===== src/rtl/conditioner_pkg.sv =====
// Shared definitions for the multi-channel input conditioner: edge-mode
// encodings, counter sizing helper and edge qualification.
package conditioner_pkg;

  localparam logic [1:0] EDGE_NONE = 2'b00;
  localparam logic [1:0] EDGE_RISE = 2'b01;
  localparam logic [1:0] EDGE_FALL = 2'b10;
  localparam logic [1:0] EDGE_BOTH = 2'b11;

  function automatic int unsigned clog2(input int unsigned value);
    int unsigned width;
    width = 0;
    for (int unsigned w = 0; w < 32; w++) begin
      if ((64'(1) << w) < 64'(value)) width = w + 1;
    end
    return width;
  endfunction

  // True when a level change to new_level is reportable under mode.
  function automatic logic edge_qualifies(input logic [1:0] mode, input logic new_level);
    case (mode)
      EDGE_RISE: return new_level;
      EDGE_FALL: return !new_level;
      EDGE_BOTH: return 1'b1;
      default:   return 1'b0;
    endcase
  endfunction

endpackage


===== src/rtl/conditioner_channel.sv =====
// One conditioner channel: synchroniser chain, stable-count glitch filter,
// mode-qualified edge pulse and host-clearable sticky event flag.
module conditioner_channel
  import conditioner_pkg::*;
#(
  parameter int unsigned SYNC_STAGES   = 2,
  parameter int unsigned FILTER_CYCLES = 4
) (
  input  logic       clk,
  input  logic       reset,
  input  logic       in_async,
  input  logic [1:0] edge_mode,
  input  logic       event_clear,
  output logic       level_out,
  output logic       edge_pulse,
  output logic       event_flag
);

  localparam int unsigned   CW       = clog2(FILTER_CYCLES + 1);
  localparam logic [CW-1:0] CNT_LAST = CW'(FILTER_CYCLES - 1);

  logic [SYNC_STAGES-1:0] sync_q, sync_d;
  logic [CW-1:0]          cnt_q, cnt_d;
  logic                   level_q, level_d;
  logic                   pulse_q, pulse_d;
  logic                   flag_q, flag_d;
  logic                   sync;

  assign sync = sync_q[SYNC_STAGES-1];

  always_comb begin
    sync_d  = {sync_q[SYNC_STAGES-2:0], in_async};
    cnt_d   = '0;
    level_d = level_q;
    pulse_d = 1'b0;
    if (sync != level_q) begin
      if (cnt_q == CNT_LAST) begin
        level_d = sync;
        pulse_d = edge_qualifies(edge_mode, sync);
      end else begin
        cnt_d = cnt_q + CW'(1);
      end
    end
    // A pending pulse sets the flag even when a clear arrives on the same edge.
    flag_d = pulse_q | (flag_q & ~event_clear);
  end

  always_ff @(posedge clk) begin
    if (reset) begin
      sync_q  <= '0;
      cnt_q   <= '0;
      level_q <= 1'b0;
      pulse_q <= 1'b0;
      flag_q  <= 1'b0;
    end else begin
      sync_q  <= sync_d;
      cnt_q   <= cnt_d;
      level_q <= level_d;
      pulse_q <= pulse_d;
      flag_q  <= flag_d;
    end
  end

  assign level_out  = level_q;
  assign edge_pulse = pulse_q;
  assign event_flag = flag_q;

endmodule


===== src/rtl/conditioner_bank.sv =====
// Bank of independent input conditioners with a combined event indicator.
module conditioner_bank
  import conditioner_pkg::*;
#(
  parameter int unsigned CHANNELS      = 8,
  parameter int unsigned SYNC_STAGES   = 2,
  parameter int unsigned FILTER_CYCLES = 4
) (
  input  logic                  clk,
  input  logic                  reset,
  input  logic [CHANNELS-1:0]   input_async,
  input  logic [2*CHANNELS-1:0] edge_mode,
  input  logic [CHANNELS-1:0]   event_clear,
  output logic [CHANNELS-1:0]   level_out,
  output logic [CHANNELS-1:0]   edge_pulse,
  output logic [CHANNELS-1:0]   event_flags,
  output logic                  any_event
);

  for (genvar i = 0; i < CHANNELS; i++) begin : g_ch
    conditioner_channel #(
      .SYNC_STAGES  (SYNC_STAGES),
      .FILTER_CYCLES(FILTER_CYCLES)
    ) u_ch (
      .clk        (clk),
      .reset      (reset),
      .in_async   (input_async[i]),
      .edge_mode  (edge_mode[2*i +: 2]),
      .event_clear(event_clear[i]),
      .level_out  (level_out[i]),
      .edge_pulse (edge_pulse[i]),
      .event_flag (event_flags[i])
    );
  end

  assign any_event = |event_flags;

endmodule


===== config.mk =====
export PLATFORM = sky130hd
export DESIGN_NAME = conditioner_bank
export DESIGN_NICKNAME = d
export VERILOG_FILES = /design/src/rtl/conditioner_pkg.sv /design/src/rtl/conditioner_channel.sv /design/src/rtl/conditioner_bank.sv
export SDC_FILE = /design/constraint.sdc
export NUM_CORES = 1
export LEC_CHECK = 0
export BUFFER_PORTS_ARGS = -buffer_cell sky130_fd_sc_hd__buf_4
export CORE_UTILIZATION = 40
export CTS_CLUSTER_DIAMETER = 30
export DETAILED_ROUTE_END_ITERATION = 10
export SYNTH_ARGS = -nofsm -noshare
export SYNTH_HDL_FRONTEND = slang
export SYNTH_SLANG_ARGS = --single-unit
export TNS_END_PERCENT = 10

===== constraint.sdc =====
create_clock -name clk -period 1.3 [get_ports clk]
set_input_delay 0.26 -clock clk [delete_from_list [all_inputs] [get_ports clk]]
set_output_delay 0.26 -clock clk [all_outputs]
set_load 0.05 [all_outputs]

==> results.ini <==
[outcome]
status = complete, but fails checks
failed_checks = negative setup slack

[timing]
fin_crit_sh_pct = 110
finalSetupViolCount = 1
maxSlewHeadroom_pct = 76.2
hold_viol = 0
tns_ns = -0.127
worst_slack_ns = -0.127
final_max_slew_viol_count = 0
tightestPinTransition_ns = 0.354
grt_setup_unrepaired = true
max_freq_mhz = 701
fin_crit_ns = 1.43
fin_skew_ns = 0.00737

[clocking]
cts_buffers = 9
root_buffer = clkbuf_8
clk_pin_slew_ns = 0.07
cts.sinks = 64
h-tree-depth = 3
clk_latency_ns = 0.33
clockBufferDepth = 2
cts_tree = yes

[layout]
layout-drive-gt1-share_pct = 31.5
areaGrowthSynthToFinish_pct = 21.6
fin_util_pct = 50.5
fin_area_sq_mm = 0.00321
antenna_cells = 0
nNetsFinal = 334

[synthesis]
synthesis.nets = 292
synthesis.area_sq_mm = 0.00264
yosysWarningCount = 0
ys_ff_latch = 64
synth_top_cell_by_area = dfxtp_1
netlist_instances = 242
seq_area_frac_synth_pct = 48.6
syn_area_per_cell_sq_um = 10.9
synth_cell_type_count = 17
synth.top_cell.area_share_pct = 48.6
synthTopCellsByArea = dfxtp_1 49%, ha_1 7.6%, buf_4 6.8%, nand3b_1 4.6%, nor4b_2 4.6%

[worst_setup_path]
crit_fanout = 2
cp-startpoint = g_ch[6].u_ch.event_flag$_SDFF_PP0_
r2r_end = g_ch[3].u_ch.level_out$_SDFFE_PP0P_
worstSetupPathType = reg2out
r2r_cells = 4
start_kind = register
endpoint = any_event
rrSetupSlack_ns = 0.12
r2r-start = g_ch[3].u_ch.cnt_q[0]$_SDFF_PP0_
cp.arrival_ns = 1.17
end_kind = output pin
critical_path_required_ns = 1.04

[floorplan]
fp.dieW_microns = 83.2
die_area_sq_mm = 0.00692
core-area_sq_mm = 0.00635
rows = 29
die_y_microns = 83.2
initial_core_util_pct = 41.5
io_pins = 59

[drt]
vias_per_cell = 4.58
drt_iter0_drc = 35
first_pass_iters = 3
num_vias = 1678
drt_wl_total_mm = 4.04
drtAntennaViolNets = 0
route.detailed.drc = 0
routedWlPerCell_microns = 11.0

[placement]
port_buffers = 58
gp_congestion = 0.680
postPlaceCellArea_sq_mm = 0.00296
dp_hpwl_mm = 2.82
pre_cts_ws_ns = 0.122

[power]
pwr_density_cell_mw_per_mm2 = 1250
p_leak_nw = 1.24
irDropWorstVdd_mv = 0.893

[global_route]
grt_pass1_wl_mm = 6.92
grt_max_degree = 35
grt_pass1_vias = 1605
antenna_found_initial = 0
grt_overflow = 0
grtUsageTotal_pct = 12.7

[min_path]
hold_class = in2reg

[job]
cap_viol_max_count = 0

cells in the final DEF, fill, tap and decap left out:
| cell type | count |
|---|---|
| nand3b_1 | 16 |
| clkbuf_8 | 10 |
| buf_4 | 59 |
| dfxtp_1 | 61 |
| nor2_1 | 8 |
| nor4_4 | 1 |
| inv_1 | 16 |
| buf_12 | 2 |
| clkbuf_1 | 3 |
| mux2i_1 | 8 |
| nor2b_1 | 16 |
| ha_1 | 16 |
| nand2_1 | 1 |
| nor4_1 | 13 |
| nand2b_1 | 16 |
| nor4b_2 | 8 |
| nor4_2 | 4 |
| dfxtp_2 | 3 |
| clkinv_2 | 1 |
| bufinv_16 | 2 |
| a21oi_1 | 16 |
| buf_6 | 1 |
| xnor2_1 | 8 |
cells by family after synthesis:
kind of cell,after synthesis,synth area share [%]
compound gates,16,3.04
xor+xnor,8,2.66
fa+ha+maj,16,7.59
buf+inv,47,11.9
flops,64,48.6
mux,8,3.04
simple gates,83,23.2
timing repair:
action | CTS | global route
resized for setup | 5 | 1
setup buffers | 2 | 0
hold buffers | 0 | 0
setup endpoints to repair | 1 | 1
pin swaps | 3 | 0
sequential cells by signal (all words and copies together), names as in the netlist:
register              flops
g_ch.u_ch.cnt_q          24
g_ch.u_ch.edge_pulse      8
g_ch.u_ch.event_flag      8
g_ch.u_ch.level_out       8
g_ch.u_ch.sync_q         16
synthesized netlist by cell type (all sizes together):
cell type and count:
a21oi 16, xnor2 8, mux2i 8, ha 16
nor2 8, nand3b 16, nand2 1, nor2b 16
inv 16, nor4 18, dfxtp 64, buf 31
nor4b 8, nand2b 16
worst min path at each step:
stage / cells past startpoint / from / slack [ns] / end
2_1_floorplan: 1 / input_async[0] / 0.39 / g_ch[0].u_ch.sync_q[0]$_SDFF_PP0_
4_1_cts: 2 / input_async[6] / 0.12 / g_ch[6].u_ch.sync_q[0]$_SDFF_PP0_
3_3_place_gp: 1 / g_ch[3].u_ch.sync_q[0]$_SDFF_PP0_ / 0.42 / g_ch[3].u_ch.sync_q[1]$_SDFF_PP0_
5_1_grt: 2 / input_async[1] / 0.13 / g_ch[1].u_ch.sync_q[0]$_SDFF_PP0_
6_report: 2 / input_async[6] / 0.14 / g_ch[6].u_ch.sync_q[0]$_SDFF_PP0_
3_5_place_dp: 1 / g_ch[7].u_ch.sync_q[0]$_SDFF_PP0_ / 0.42 / g_ch[7].u_ch.sync_q[1]$_SDFF_PP0_
stage by stage:
| stage | cells | hold slack (ns) | power (mW) |
|---|---|---|---|
| after floorplan | 242 | 0.388 | 2.15 |
| after global placement | 348 | 0.417 | 2.23 |
| after detailed placement | 348 | 0.422 | 2.23 |
| after CTS | 366 | 0.120 | 4.08 |
| after global routing | 366 | 0.125 | 4.20 |
| final | 366 | 0.138 | 4.02 |
where the power goes:
part | total, mW | switching [mW] | internal (mW) | leakage [nW]
sequential | 2.01 | 0.0166 | 1.99 | 0.521
clock | 1.84 | 0.705 | 1.13 | 0.108
combinational | 0.177 | 0.0654 | 0.112 | 0.613
per-layer routing:
metal | vias up | wire [microns] | GRT usage (%)
met1 | 751 | 1950 | 15.1
li1 | 883 | - | -
met3 | 4 | 184 | 3.38
met5 | - | 0 | 0
met2 | 40 | 1840 | 20.3
met4 | 0 | 57 | 8.46
critical path, stage by stage (launching register included):
cell and delay (ns):
dfxtp_2 0.33, nor4_4 0.26, nand2_1 0.09, buf_6 0.16
cell type report:
class	instances	area, sq um
Clock buffer	13	149
Fill cell	606	3140
Inverter	16	60.1
Tap cell	77	96.3
Timing Repair Buffer	62	494
Sequential cell	64	1280
Clock inverter	3	65.1
Multi-Input combinational cell	131	1060
Power figures use the tool's default switching activity.
